**src/rtl/led_blink_bank.sv**
```systemverilog
// Bank of independent runtime-programmable LED drivers: OFF / ON / BLINK / PULSE per channel,
// each with its own half-period divisor, synchronised enable and a registered tick strobe.
module led_blink_bank #(
    parameter int N_CH            = 4,
    parameter int CLK_FREQ_HZ     = 50_000_000,
    parameter int DIV_W           = 26,
    parameter int RST_HALF_PERIOD = CLK_FREQ_HZ / 2,
    localparam int CH_W           = (N_CH > 1) ? $clog2(N_CH) : 1
) (
    input  logic              clk,
    input  logic              rst,
    input  logic [N_CH-1:0]   en,
    input  logic              cfg_we,
    input  logic [CH_W-1:0]   cfg_ch,
    input  logic [1:0]        cfg_mode,
    input  logic [DIV_W-1:0]  cfg_half_period,
    output logic [N_CH-1:0]   led,
    output logic [N_CH-1:0]   tick
);

    typedef enum logic [1:0] {
        MODE_OFF   = 2'b00,
        MODE_ON    = 2'b01,
        MODE_BLINK = 2'b10,
        MODE_PULSE = 2'b11
    } mode_e;

    localparam logic [DIV_W-1:0] RST_HP = DIV_W'(RST_HALF_PERIOD);
    localparam logic [DIV_W-1:0] ONE    = DIV_W'(1);

    logic [N_CH-1:0] en_meta_q;
    logic [N_CH-1:0] en_s_q;

    // Two-flop synchroniser for the asynchronous board switches.
    always_ff @(posedge clk or posedge rst) begin
        if (rst) begin
            en_meta_q <= '0;
            en_s_q    <= '0;
        end else begin
            // NOTE: non-blocking assignments make every flop sample the pre-edge value,
            // so the two stages really form a 2-cycle pipeline.
            en_meta_q <= en;
            en_s_q    <= en_meta_q;
        end
    end

    for (genvar i = 0; i < N_CH; i++) begin : g_ch
        mode_e            mode_q, mode_d;
        logic [DIV_W-1:0] hp_q, hp_d;
        logic [DIV_W-1:0] cnt_q, cnt_d;
        logic [DIV_W-1:0] hp_eff;
        logic             led_q, led_d;
        logic             tick_q, tick_d;
        logic             sel;
        logic             term;

        // Indices >= N_CH never match any channel, so such writes are dropped.
        assign sel    = cfg_we && (cfg_ch == CH_W'(i));
        assign hp_eff = (hp_q == '0) ? ONE : hp_q;
        assign term   = (cnt_q == hp_eff - ONE);

        always_comb begin
            // NOTE: every output gets a default first so no path leaves a value
            // unassigned, which would otherwise infer a latch.
            mode_d = mode_q;
            hp_d   = hp_q;
            cnt_d  = cnt_q;
            led_d  = led_q;
            tick_d = 1'b0;

            if (sel) begin
                mode_d = mode_e'(cfg_mode);
                hp_d   = cfg_half_period;
                cnt_d  = '0;
                led_d  = (cfg_mode == MODE_ON);
            end else if (!en_s_q[i]) begin
                cnt_d = '0;
                led_d = 1'b0;
            end else begin
                unique case (mode_q)
                    MODE_OFF: begin
                        cnt_d = '0;
                        led_d = 1'b0;
                    end
                    MODE_ON: begin
                        cnt_d = '0;
                        led_d = 1'b1;
                    end
                    MODE_BLINK, MODE_PULSE: begin
                        if (term) begin
                            cnt_d  = '0;
                            tick_d = 1'b1;
                            led_d  = (mode_q == MODE_BLINK) ? ~led_q : 1'b1;
                        end else begin
                            cnt_d = cnt_q + ONE;
                            led_d = (mode_q == MODE_BLINK) ? led_q : 1'b0;
                        end
                    end
                    default: begin
                        cnt_d = '0;
                        led_d = 1'b0;
                    end
                endcase
            end
        end

        always_ff @(posedge clk or posedge rst) begin
            if (rst) begin
                mode_q <= MODE_BLINK;
                hp_q   <= RST_HP;
                cnt_q  <= '0;
                led_q  <= 1'b0;
                tick_q <= 1'b0;
            end else begin
                mode_q <= mode_d;
                hp_q   <= hp_d;
                cnt_q  <= cnt_d;
                led_q  <= led_d;
                tick_q <= tick_d;
            end
        end

        assign led[i]  = led_q;
        assign tick[i] = tick_q;
    end

endmodule

```
**config.mk**
```make
export PLATFORM = sky130hd
export DESIGN_NAME = led_blink_bank
export DESIGN_NICKNAME = d
export VERILOG_FILES = /design/src/rtl/led_blink_bank.sv
export SDC_FILE = /design/constraint.sdc
export NUM_CORES = 1
export LEC_CHECK = 0
export ABC_CLOCK_PERIOD_IN_PS = 8100
export BUFFER_PORTS_ARGS = -buffer_cell sky130_fd_sc_hd__buf_4
export CAP_MARGIN = 10
export CORE_MARGIN = 4
export CORE_UTILIZATION = 60
export CTS_CLUSTER_DIAMETER = 60
export CTS_CLUSTER_SIZE = 28
export DETAILED_ROUTE_END_ITERATION = 10
export PLACE_DENSITY = 0.77
export SLEW_MARGIN = 20
export SYNTH_ARGS = -nofsm -noshare
export SYNTH_HDL_FRONTEND = slang
export SYNTH_SLANG_ARGS = --single-unit
```
**constraint.sdc**
```tcl
create_clock -name clk -period 8.1 [get_ports clk]
set_clock_uncertainty 0.05 [all_clocks]
set_input_delay 0 -clock clk [delete_from_list [all_inputs] [get_ports clk]]
set_output_delay 0 -clock clk [all_outputs]
set_load 0.005 [all_outputs]
```
### After elaboration in Yosys (flattened, before gate mapping)

Cells that the tools add are included.

| storage, ports and cells | value |
|---|---|
| word-level logic and storage cells | 139 |
| flip-flop bits (word level) | 232 |
| input port bits | 37 |
| output and inout port bits | 8 |

| operators by class | value |
|---|---|
| add/sub/neg operators | 8 |
| reduce and logical (&&, ||, !) cells | 21 |
| equal/unequal tests | 24 |
| muxes and demuxes | 60 |
| bitwise gates (word level) | 4 |

Operators by type and width:

| cell | number |
|---|---|
| 26-bit two-way mux | 16 |
| 26-bit case mux with 2 select lines | 4 |
| 26-bit by 1-bit adder with 26-bit output, second input constant | 4 |
| 26-bit == test | 4 |
| 26-bit logical NOT | 4 |
| 26-bit by 1-bit subtractor with 26-bit output, second input constant | 4 |
| 1-bit two-way mux | 36 |
| 2-bit == test, second input constant | 10 |
| 5-bit inequality test, second input constant | 4 |
| 2-bit OR reduction | 8 |
| 2-bit by 1-bit == test with 1-bit output, second input constant | 6 |
| 1-bit case mux with 3 select lines | 4 |
| 2-bit logical NOT | 5 |
| 1-bit logical AND | 4 |
| 1-bit NOT | 4 |

### Depth between registers and ports, before layout

Gate-level depths: netlist of run 1.

| depth | value |
|---|---|
| depth after elaboration | 8 |
| mapped depth | 18 |
| depth with buffers taken out | 14 |

### Worst setup path after synthesis of run 1

OpenSTA, ideal clock, no wires.

| timing path | value |
|---|---|
| path kind | reg2reg |
| start | register g_ch[3].hp_q[16] |
| end | register g_ch[3].led_q |
| setup slack | 3.830 ns |
| buffers on the path | 1 |
| setup time | 0.143 ns |
| data required time | 7.907 ns |
| data arrival time | 4.077 ns |
| period minus slack after synthesis | 4.270 ns |
| cell stages (with the launch flop) | 15 |
| cell sequence | dfstp_2 clkbuf_1 or4_1 nor4_1 a41oi_1 ha_1 nor3b_1 nand4_1 or4_1 a21oi_1 nand4_1 or4_4 and4_1 nor3_1 o22ai_1 |

| between the ends | value |
|---|---|
| cells in the longest elaborated chain, start to end | 8 |
| elaborated cells between the ends (all ways) | 9 |
| classes of those cells | 1 x add/sub; 2 x eq/ne; 5 x mux; 1 x reduce/logical |

RTL lines:

| what | line | text |
|---|---|---|
| start: declaration | 49 | `logic [DIV_W-1:0] hp_q, hp_d;` |
| start signal: assignment | 116 | `hp_q <= hp_d;` |
| 26-bit logical NOT | 59 | `assign hp_eff = (hp_q == '0) ? ONE : hp_q;` |
| 26-bit two-way mux (*) | 59 |  |
| 26-bit by 1-bit subtractor with 26-bit output (*) | 60 | `assign term = (cnt_q == hp_eff - ONE);` |
| 26-bit == test (*) | 60 |  |
| 1-bit two-way mux | 90 | `if (term) begin` |
| 1-bit case mux with 3 select lines | 80 | `unique case (mode_q)` |
| 1-bit two-way mux | 76 | `end else if (!en_s_q[i]) begin` |
| 1-bit two-way mux | 71 | `if (sel) begin` |
| end signal: assignment | 118 | `led_q <= led_d;` |
| end: declaration | 52 | `logic led_q, led_d;` |

Every way passes the cells marked *; elsewhere a longest branch is shown, timed or not.
A chain may end at the register's enable or synchronous reset.

### Worst setup path after layout of run 1

| timing path | value |
|---|---|
| start | register g_ch[3].hp_q[21] |
| end | register g_ch[3].cnt_q[3] |

| between the ends | value |
|---|---|
| cells in the longest elaborated chain, start to end | 8 |

RTL lines:

| what | line | text |
|---|---|---|
| 26-bit logical NOT | 59 |  |
| 26-bit two-way mux (*) | 59 |  |
| 26-bit by 1-bit subtractor with 26-bit output (*) | 60 |  |
| 26-bit == test (*) | 60 |  |
| 26-bit two-way mux (*) | 90 |  |
| 26-bit case mux with 2 select lines (*) | 80 |  |
| 26-bit two-way mux (*) | 76 |  |
| 26-bit two-way mux (*) | 71 |  |
| named net g_ch[3].cnt_d[3] | 50 | `logic [DIV_W-1:0] cnt_q, cnt_d;` |
| end signal: assignment | 117 | `cnt_q <= cnt_d;` |
| end: declaration | 50 |  |

The timed path passes the listed nets; every way through them passes the cells marked *.

==> flow_metrics.tcl, run 1 <==
set metrics [dict create \
    outcome "finished, violations left" \
    failed_checks "negative hold slack" \
    drv_cap 0 \
    crit_fanout 26 \
    syn_area_per_cell_sq_um 9.61 \
    min_period_over_period_pct 66.0 \
    fmax_ghz 0.187 \
    path_clk_slew_ns 0.09 \
    reg2reg_to "g_ch[3].cnt_q[3]$_DFF_PP0_" \
    tightest_slew_ns 0.996 \
    synth_top_area_share_pct 33.1 \
    area_delta_synth_final_pct 12.9 \
    yosysMostFrequentCell "dfrtp_1" \
    ir_drop_mv 0.213 \
    die_h_microns 159 \
    initial_utilization_pct 61.6 \
    worstHoldStart "cfg_ch[1]" \
    hold_depth 5 \
    h-tree-depth 1 \
    rows 54 \
    die-area_sq_um 25100 \
    drive_above_1_share_pct 17.9 \
    hold_viol 4 \
    wl_per_cell_microns 18.9 \
    preCtsSetupSlack_ns 2.89 \
    seqCellArea_sq_um 5870 \
    cts-hold-fix-buffers 59 \
    critPathMaxStageDelay_ns 0.82 \
    fillCellCount 1717 \
    antenna_found_initial 0 \
    slowest_stage "nor3b_1" \
    synth_seq_cells 232 \
    grt_pass1_wl_mm 54.8 \
    grt_pass1_vias 10500 \
    finalSetupViolCount 0 \
    multi_input_area_sq_um 7350 \
    io_buffer_count 44 \
    ys.flop_type "dfrtp_1" \
    seq_area_frac_synth_pct 43.1 \
    synth_edf_count 0 \
    insertion_delay_ns 0.54 \
    grt_use_total_pct 27.2 \
    antenna_cells 0 \
    crit_chain "or4_1 > nor2_1 > a41oi_1 > ha_1 > nor3b_1 > nand4_1 > or4_1 > a21oi_1 > nand4_1 > or4_4 > nand2b_1 > nor2_1" \
    hp-class "in2reg" \
    setup_tns_ns 0 \
    rr_worst_depth 12 \
    synth_area_leader_cell "dfrtp_1" \
    drtIter0Drc 901 \
    drcViolationCount 0 \
    grt_max_degree 89 \
    synthArstFlopShare_pct 100 \
    cp-start-kind "flop" \
    syn_area_sq_um 13600 \
    synth_commonest_cells "dfrtp_1, nor2_1, nand2_1" \
    r2r_setup_slack_ns 2.75 \
    clock_sinks 232 \
    ys_warn_count 0 \
    ctsResizeCount 0 \
    worstPathRequired_ns 8.42 \
    core-area_sq_um 22100 \
    worstSetupPathType "reg2reg" \
    synthCells 1416 \
    setup_slack_ns 2.75 \
    vias_per_cell 6.02 \
    cp-end-kind "flop" \
    cts-root-buf "clkbuf_16" \
    power.leakage_nw 6.16 \
    fin_crit_ns 5.35 \
    synth_area_leaders "dfrtp_1, dfstp_2, xnor2_1" \
    die_x_microns 159 \
    drtPass1Iterations 5 \
    fin_nets 1531 \
    ioPinCount 45 \
    gr-total-overflow 0 \
    cts_tree "yes" \
    postCtsSetupBuffers 0 \
    pwr_density_cell_nw_per_um2 203 \
    relSlewSlack_pct 33.6 \
    utilization_pct 69.5 \
    num_vias 10700 \
    wl_mm 33.6 \
    gp_congestion 0.980 \
    whs_ns -0.0140 \
    drv_slew 0 \
    min_to "g_ch[2].hp_q[25]$_DFFE_PP0P_" \
    synth.lib_cells_used.distinct 76 \
    cts_buffers 20 \
    crit_arrival_ns 5.67 \
    dp_hpwl_mm 23.3 \
    rsz0062_at_grt "false" \
    final_antenna_net_count 0 \
    rr_startpoint "g_ch[3].hp_q[21]$_DFFE_PP1P_" \
    synth_fp_nets 1461 \
    clockBufferDepth 3 \
]
[through the flow]
stage	hold WS (ns)	cells	total power, mW	cell area (sq um)
floorplan	-0.0186	1416	1.91	13600
global placement	0.0593	1685	2.06	14100
detailed placement	0.0605	1685	2.07	14100
CTS	0.0230	1780	3.14	15400
global route	0.00679	1780	3.27	15400
finish	-0.0140	1780	3.12	15400
[per-layer routing]
| layer | GRT usage [%] | vias to the layer above | routed length [microns] |
|---|---|---|---|
| met4 | 7.51 | 0 | 984 |
| li1 | - | 5092 | - |
| met1 | 37.4 | 5265 | 14600 |
| met2 | 45.4 | 298 | 16100 |
| met5 | 0 | - | 0 |
| met3 | 3.78 | 62 | 1910 |
[flip-flops by register name, indices dropped and copies added (netlist names)]
name and flops:
g_ch.cnt_q 104, g_ch.hp_q 104, g_ch.mode_q 8, en_meta_q 4
en_s_q 4, g_ch.led_q 4, g_ch.tick_q 4
[cell type report]
| type | count | area share [%] |
|---|---|---|
| Clock buffer | 21 | 3.28 |
| Clock inverter | 15 | 1.35 |
| Inverter | 29 | 0.758 |
| Multi-Input combinational cell | 1094 | 47.8 |
| Sequential cell | 232 | 38.2 |
| Tap cell | 280 | 2.28 |
| Timing Repair Buffer | 109 | 6.29 |
[kinds of logic (layout without fill, tap and decap cells)]
group | Yosys count | count (layout) | share of synthesized area (%)
XOR/XNOR | 225 | 225 | 14.6
AO/OA/AOI/OAI | 109 | 109 | 5.95
flip-flops | 232 | 232 | 43.1
AND/OR/NAND/NOR | 653 | 653 | 24.6
buffers and inverters | 90 | 174 | 2.95
multiplexers | 99 | 99 | 8.07
adder cells (fa/ha/maj) | 8 | 8 | 0.736
[placed cells by master (no fill, tap or decap), drive strengths merged, types with 9 or more instances in the layout]
cell         count
and2            10
dfrtp          180
or2             10
o31ai            9
nor3b           11
xor2           106
mux2            86
nand2b          14
o21ai           14
nand4           30
nor4            41
nor2           175
nor3            34
a31oi           11
and4             9
inv             36
nand3           72
dlygate4sd3     59
mux2i           13
dfstp           52
or3              9
a21oi           13
nand3b           9
and3            41
or4             18
nand2          147
xnor2          118
buf             50
clkbuf          21
[where the power goes]
group / leakage, nW / total, mW / internal (mW) / switching, mW
logic: 2.89 / 0.610 / 0.296 / 0.313
clock network: 0.342 / 1.04 / 0.503 / 0.533
registers: 2.92 / 1.48 / 1.30 / 0.173
[critical path: cells and delay by family (launching register included)]
kind / cells / cell delay, ns
AO/OA/AOI/OAI: 2 / 0.51
flip-flops: 1 / 0.59
adder cells (fa/ha/maj): 1 / 0.25
AND/OR/NAND/NOR: 9 / 3.77
[worst max path at each step]
| stage | startpoint | end | depth (start not counted) |
|---|---|---|---|
| floorplan | rst | en_meta_q[0]$_DFF_PP0_ | 1 |
| CTS | g_ch[3].hp_q[21]$_DFFE_PP1P_ | g_ch[3].cnt_q[20]$_DFF_PP0_ | 12 |
| finish | g_ch[3].hp_q[21]$_DFFE_PP1P_ | g_ch[3].cnt_q[3]$_DFF_PP0_ | 12 |
| global placement | g_ch[3].hp_q[21]$_DFFE_PP1P_ | g_ch[3].cnt_q[6]$_DFF_PP0_ | 12 |
| detailed placement | g_ch[3].hp_q[21]$_DFFE_PP1P_ | g_ch[3].cnt_q[2]$_DFF_PP0_ | 12 |
| global route | g_ch[3].hp_q[21]$_DFFE_PP1P_ | g_ch[3].cnt_q[23]$_DFF_PP0_ | 12 |
Note: power is estimated with default switching activity, not from simulation.
==> run 2, diff against run 1 <==
ABC_CLOCK_PERIOD_IN_PS = 5300   (was 8100)
clock period = 5.3 ns   (was 8.1 ns; I/O delays follow)
==> run 2 against run 1 <==
Compared with the run above: the flow now finishes without violations; first-iteration DRC count decreased by 11%; clock power increased by 56%; largest cell class unchanged; critical path type unchanged; non-clock buffer count increased by 6; sequential power increased by 53%.
==> flow_metrics.tcl, run 2 (synthesis gave the netlist of run 1 again) <==
set metrics [dict create \
    h-tree-depth 1 \
    hold_viol 0 \
    wl_per_cell_microns 19.1 \
    die-area_sq_um 25100 \
    drv_cap 0 \
    antenna_found_initial 0 \
    ir_drop_mv 0.302 \
    grt_pass1_wl_mm 55.8 \
    relSlewSlack_pct 33.9 \
    utilization_pct 70.0 \
    crit_fanout 8 \
    final_cell_mix "dfrtp_1, nor2_1, nand2_1" \
    ctsResizeCount 0 \
    rr_startpoint "g_ch[3].hp_q[21]$_DFFE_PP1P_" \
    wl_mm 34.3 \
    power_frac_comb_pct 19.6 \
    setup_slack_ns 0.524 \
    insertion_delay_ns 0.53 \
    core-area_sq_um 22100 \
    cp-end-kind "flop" \
    power_switching_mw 1.52 \
    outcome "complete, no violations" \
    grt_use_total_pct 27.6 \
    finalSetupViolCount 0 \
    fmax_ghz 0.209 \
    layout_commonest_cell "dfrtp_1" \
    cts-root-buf "clkbuf_16" \
    power.leakage_nw 6.19 \
    cts-hold-fix-buffers 62 \
    drv_slew 0 \
    die_h_microns 159 \
    drtIter0Drc 806 \
    crit_arrival_ns 5.11 \
    r2r_setup_slack_ns 0.52 \
    hp-class "in2reg" \
    path_clk_slew_ns 0.08 \
    postCtsSetupBuffers 0 \
    grt_max_degree 141 \
    clockPowerShare_pct 33.6 \
    worstHoldStart "cfg_ch[0]" \
    cts_buffers 22 \
    antenna_cells 0 \
    rsz0062_at_grt "false" \
    cp-start-kind "flop" \
    reg2reg_to "g_ch[3].led_q$_DFFE_PP0P_" \
    biggestRegsByFlops "g_ch.cnt_q (104), g_ch.hp_q (104), g_ch.mode_q (8)" \
    worstPathRequired_ns 5.64 \
    final_antenna_net_count 0 \
    p_int_mw 3.32 \
    gr-total-overflow 0 \
    finalPower_mw 4.83 \
    min_period_over_period_pct 90.1 \
    worstSetupPathType "reg2reg" \
    area_delta_synth_final_pct 13.6 \
    num_vias 10800 \
    drive_above_1_share_pct 18.3 \
    cts_tree "yes" \
    fillCellCount 1679 \
    clock_sinks 232 \
    vias_per_cell 6.03 \
    fin_nets 1539 \
    setup_tns_ns 0 \
    drtPass1Iterations 5 \
    clockBufferDepth 3 \
    min_to "g_ch[2].led_q$_DFFE_PP0P_" \
    fin_crit_ns 4.78 \
    io_buffer_count 44 \
    tightest_slew_ns 0.982 \
    seq_power_share_pct 46.7 \
    rows 54 \
    rr_worst_depth 13 \
    p_sw_share_pct 31.4 \
    grt_pass1_vias 10800 \
    gp_congestion 0.921 \
    hold_depth 4 \
    dp_hpwl_mm 24.1 \
    drcViolationCount 0 \
    pwr_density_cell_nw_per_um2 313 \
    ioPinCount 45 \
    die_x_microns 159 \
    preCtsSetupSlack_ns 0.618 \
    initial_utilization_pct 61.6 \
]
==> run 2: cell types whose count changed in the layout (fill, tap and decap cells not counted), moves of 2 or more <==
cell	previous run	this run
inv_6	1	5
clkinv_2	1	3
clkbuf_16	20	22
buf_4	50	52
inv_12	2	0
dlygate4sd3_1	59	62
inv_16	3	0
==> run 2: worst max path at each step <==
stage                     cells after the start  slack (ns)                          end                          from
after floorplan                              14        1.03    g_ch[3].led_q$_DFFE_PP0P_  g_ch[3].hp_q[16]$_DFFE_PP1P_
after global placement                       15        0.63  g_ch[2].cnt_q[23]$_DFF_PP0_   g_ch[2].hp_q[9]$_DFFE_PP0P_
after detailed placement                     13        0.62  g_ch[3].cnt_q[14]$_DFF_PP0_  g_ch[3].hp_q[21]$_DFFE_PP1P_
after CTS                                    13        0.60  g_ch[3].cnt_q[14]$_DFF_PP0_  g_ch[3].hp_q[21]$_DFFE_PP1P_
after global routing                         13        0.21  g_ch[3].cnt_q[14]$_DFF_PP0_  g_ch[3].hp_q[21]$_DFFE_PP1P_
final                                        13        0.52    g_ch[3].led_q$_DFFE_PP0P_  g_ch[3].hp_q[21]$_DFFE_PP1P_
==> run 2: final cells by class <==
type	count	area [sq um]	area share, %
multi-input combinational	1094	7350	47.5
sequential	232	5870	38.0
inverter	29	113	0.729
timing repair buffer	115	1030	6.67
clock buffer	24	568	3.68
clock inverter	16	176	1.14
tap	280	350	2.27
==> run 2: through the flow <==
stage / area, sq um / hold WS (ns) / instances
after floorplan: 13600 / -0.0186 / 1416
after global placement: 14100 / 0.0595 / 1688
after detailed placement: 14100 / 0.0614 / 1688
after CTS: 15400 / 0.00905 / 1790
after global routing: 15500 / 0.0417 / 1790
final: 15500 / 0.0203 / 1790
==> run 2: critical path, stage by stage (launching register included) <==
cell	delay (ns)
dfstp_2	0.59
or4_1	0.22
nor2_1	0.11
a41oi_1	0.31
ha_1	0.24
nor3b_1	0.77
nand4_1	0.45
or4_1	0.59
a21oi_1	0.16
nand4_1	0.13
or4_4	0.53
and4_1	0.22
nor3_1	0.16
o22ai_1	0.10
==> run 2: power by group through the flow <==
stage	registers (mW)	logic, mW	clock network (mW)
floorplan	2.18	0.746	0
global placement	2.27	0.881	0
global route	2.28	1.05	1.74
finish	2.26	0.949	1.62
detailed placement	2.28	0.903	0
CTS	2.25	0.939	1.66
==> run 2: layer usage <==
| metal | GRT usage (%) | vias to the layer above | share of wire (%) |
|---|---|---|---|
| li1 | - | 5092 | - |
| met1 | 36.7 | 5332 | 43 |
| met2 | 46.4 | 295 | 48 |
| met3 | 5.41 | 81 | 6.0 |
| met4 | 7.76 | 0 | 3.0 |
| met5 | 0 | - | 0 |
==> run 3, diff against run 2 <==
==> constraint.sdc (replaced) <==
create_clock -name clk -period 5.3 [get_ports clk]
set_clock_uncertainty 0.05 [all_clocks]
set_input_delay 0.265 -clock clk [delete_from_list [all_inputs] [get_ports clk]]
set_output_delay 0.265 -clock clk [all_outputs]
set_load 0.005 [all_outputs]
==> run 3 against run 2 <==
Compared with the run above: register-to-register slack about the same; combinational power decreased by 1%; via count decreased by 1.3%; critical path type unchanged; critical endpoint unchanged; largest power group unchanged; highest routed layer unchanged.
==> flow_metrics.tcl, run 3 (synthesis gave the netlist of run 1 again) <==
set metrics [dict create \
    place_area_sq_um 14100 \
    postCtsSetupBuffers 0 \
    multi_input_area_sq_um 7350 \
    ioPinCount 45 \
    drcViolationCount 0 \
    drv_slew 0 \
    io_buffer_count 44 \
    setup_slack_ns 0.533 \
    drtPass1Iterations 5 \
    pwr_density_cell_nw_per_um2 318 \
    cp-start-kind "flop" \
    outcome "complete, no violations" \
    initial_utilization_pct 61.6 \
    layout_commonest_cell "dfrtp_1" \
    insertion_delay_ns 0.53 \
    dp_hpwl_mm 24.1 \
    tightest_slew_ns 1.00 \
    cts-root-buf "clkbuf_16" \
    die_x_microns 159 \
    worstSetupPathType "reg2reg" \
    drtIter0Drc 766 \
    num_vias 10700 \
    grt_pass1_wl_mm 55.2 \
    clock_sinks 232 \
    instances_no_fill 1761 \
    crit_arrival_ns 5.10 \
    fmax_ghz 0.210 \
    rows 54 \
    worstPathRequired_ns 5.64 \
    relSlewSlack_pct 32.6 \
    wl_per_cell_microns 19.2 \
    rsz0062_at_grt "false" \
    fin_area_sq_um 15200 \
    die_h_microns 159 \
    ir_drop_mv 0.303 \
    final_antenna_net_count 0 \
    core-area_sq_um 22100 \
    cp-end-kind "flop" \
    power.leakage_nw 6.14 \
    drive_above_1_share_pct 18.6 \
    preCtsSetupSlack_ns 0.618 \
    drv_cap 0 \
    clockBufferDepth 3 \
    setup_tns_ns 0 \
    grt_max_degree 141 \
    finalSetupViolCount 0 \
    grt_use_total_pct 27.4 \
    dp_cells 1688 \
    wl_mm 33.9 \
    path_clk_slew_ns 0.08 \
    gp_congestion 0.921 \
    seqCellArea_sq_um 5870 \
    hp-class "in2reg" \
    crit_fanout 8 \
    vias_per_cell 6.05 \
    grt_pass1_vias 10600 \
    final_cell_mix "dfrtp_1, nor2_1, nand2_1" \
    die-area_sq_um 25100 \
    gr-total-overflow 0 \
    fin_crit_ns 4.77 \
    antenna_cells 0 \
    utilization_pct 68.6 \
    min_period_over_period_pct 90.0 \
    h-tree-depth 1 \
    area_delta_synth_final_pct 11.5 \
    cts_tree "yes" \
    fillCellCount 1718 \
    hold_viol 0 \
    cts_buffers 22 \
    biggestRegsByFlops "g_ch.cnt_q (104), g_ch.hp_q (104), g_ch.mode_q (8)" \
    antenna_found_initial 0 \
    fin_nets 1510 \
]
-- run 3: final timing paths --
check / start / depth (start not counted) / slack, ns / endpoint
worst max-delay path: g_ch[3].hp_q[21]$_DFFE_PP1P_ / 13 / 0.53 / g_ch[3].led_q$_DFFE_PP0P_
worst min-delay path: cfg_ch[0] / 4 / 0.09 / g_ch[2].hp_q[20]$_DFFE_PP1P_
worst max register to register: g_ch[3].hp_q[21]$_DFFE_PP1P_ / 13 / 0.53 / g_ch[3].led_q$_DFFE_PP0P_
worst min register to register: en_meta_q[1]$_DFF_PP0_ / 0 / 0.30 / en_s_q[1]$_DFF_PP0_
max in group asynchronous: rst / 4 / 3.53 / g_ch[2].cnt_q[11]$_DFF_PP0_
min in group asynchronous: rst / 3 / 0.44 / en_meta_q[3]$_DFF_PP0_
-- run 3: critical path: stages (launching register included) --
cell and delay [ns]:
dfstp_2 0.59, or4_1 0.22, nor2_1 0.11, a41oi_1 0.31, ha_1 0.24, nor3b_1 0.77, nand4_1 0.45, or4_1 0.58
a21oi_1 0.15, nand4_1 0.14, or4_4 0.54, and4_1 0.22, nor3_1 0.16, o22ai_1 0.10
-- run 3: per-layer routing --
layer | wire length [microns] | part of all wire, % | GRT usage (%) | vias to the layer above
met5 | 0 | 0 | 0 | -
met4 | 1020 | 3.0 | 7.43 | 0
li1 | - | - | - | 5046
met3 | 1910 | 5.6 | 4.78 | 80
met1 | 14800 | 44 | 36.9 | 5261
met2 | 16200 | 48 | 45.9 | 272
-- run 3: timing repair --
item	in CTS	in global routing
gates resized for setup	0	0
hold buffers	33	0
endpoints found under the hold margin	106	0
-- run 3: final cells by class --
type | count | area share [%]
multi-input cells | 1094 | 48.4
flip-flops and latches | 232 | 38.7
clock inverters | 16 | 1.16
inverters | 29 | 0.743
well taps | 280 | 2.31
repair buffers | 86 | 4.88
clock buffers | 24 | 3.75
-- run 3: stage by stage --
stage,hold WS (ns),power (mW)
2_1_floorplan,0.246,2.92
3_3_place_gp,0.286,3.15
3_5_place_dp,0.290,3.18
4_1_cts,0.168,4.84
5_1_grt,0.107,5.05
6_report,0.0926,4.82
-- run 3: report_power, final --
group | total, mW | leakage, nW | switching [mW] | internal (mW)
clock | 1.63 | 0.365 | 0.764 | 0.862
combinational | 0.937 | 2.86 | 0.487 | 0.450
sequential | 2.26 | 2.92 | 0.262 | 2.00
total | 4.82 | 6.14 | 1.51 | 3.31
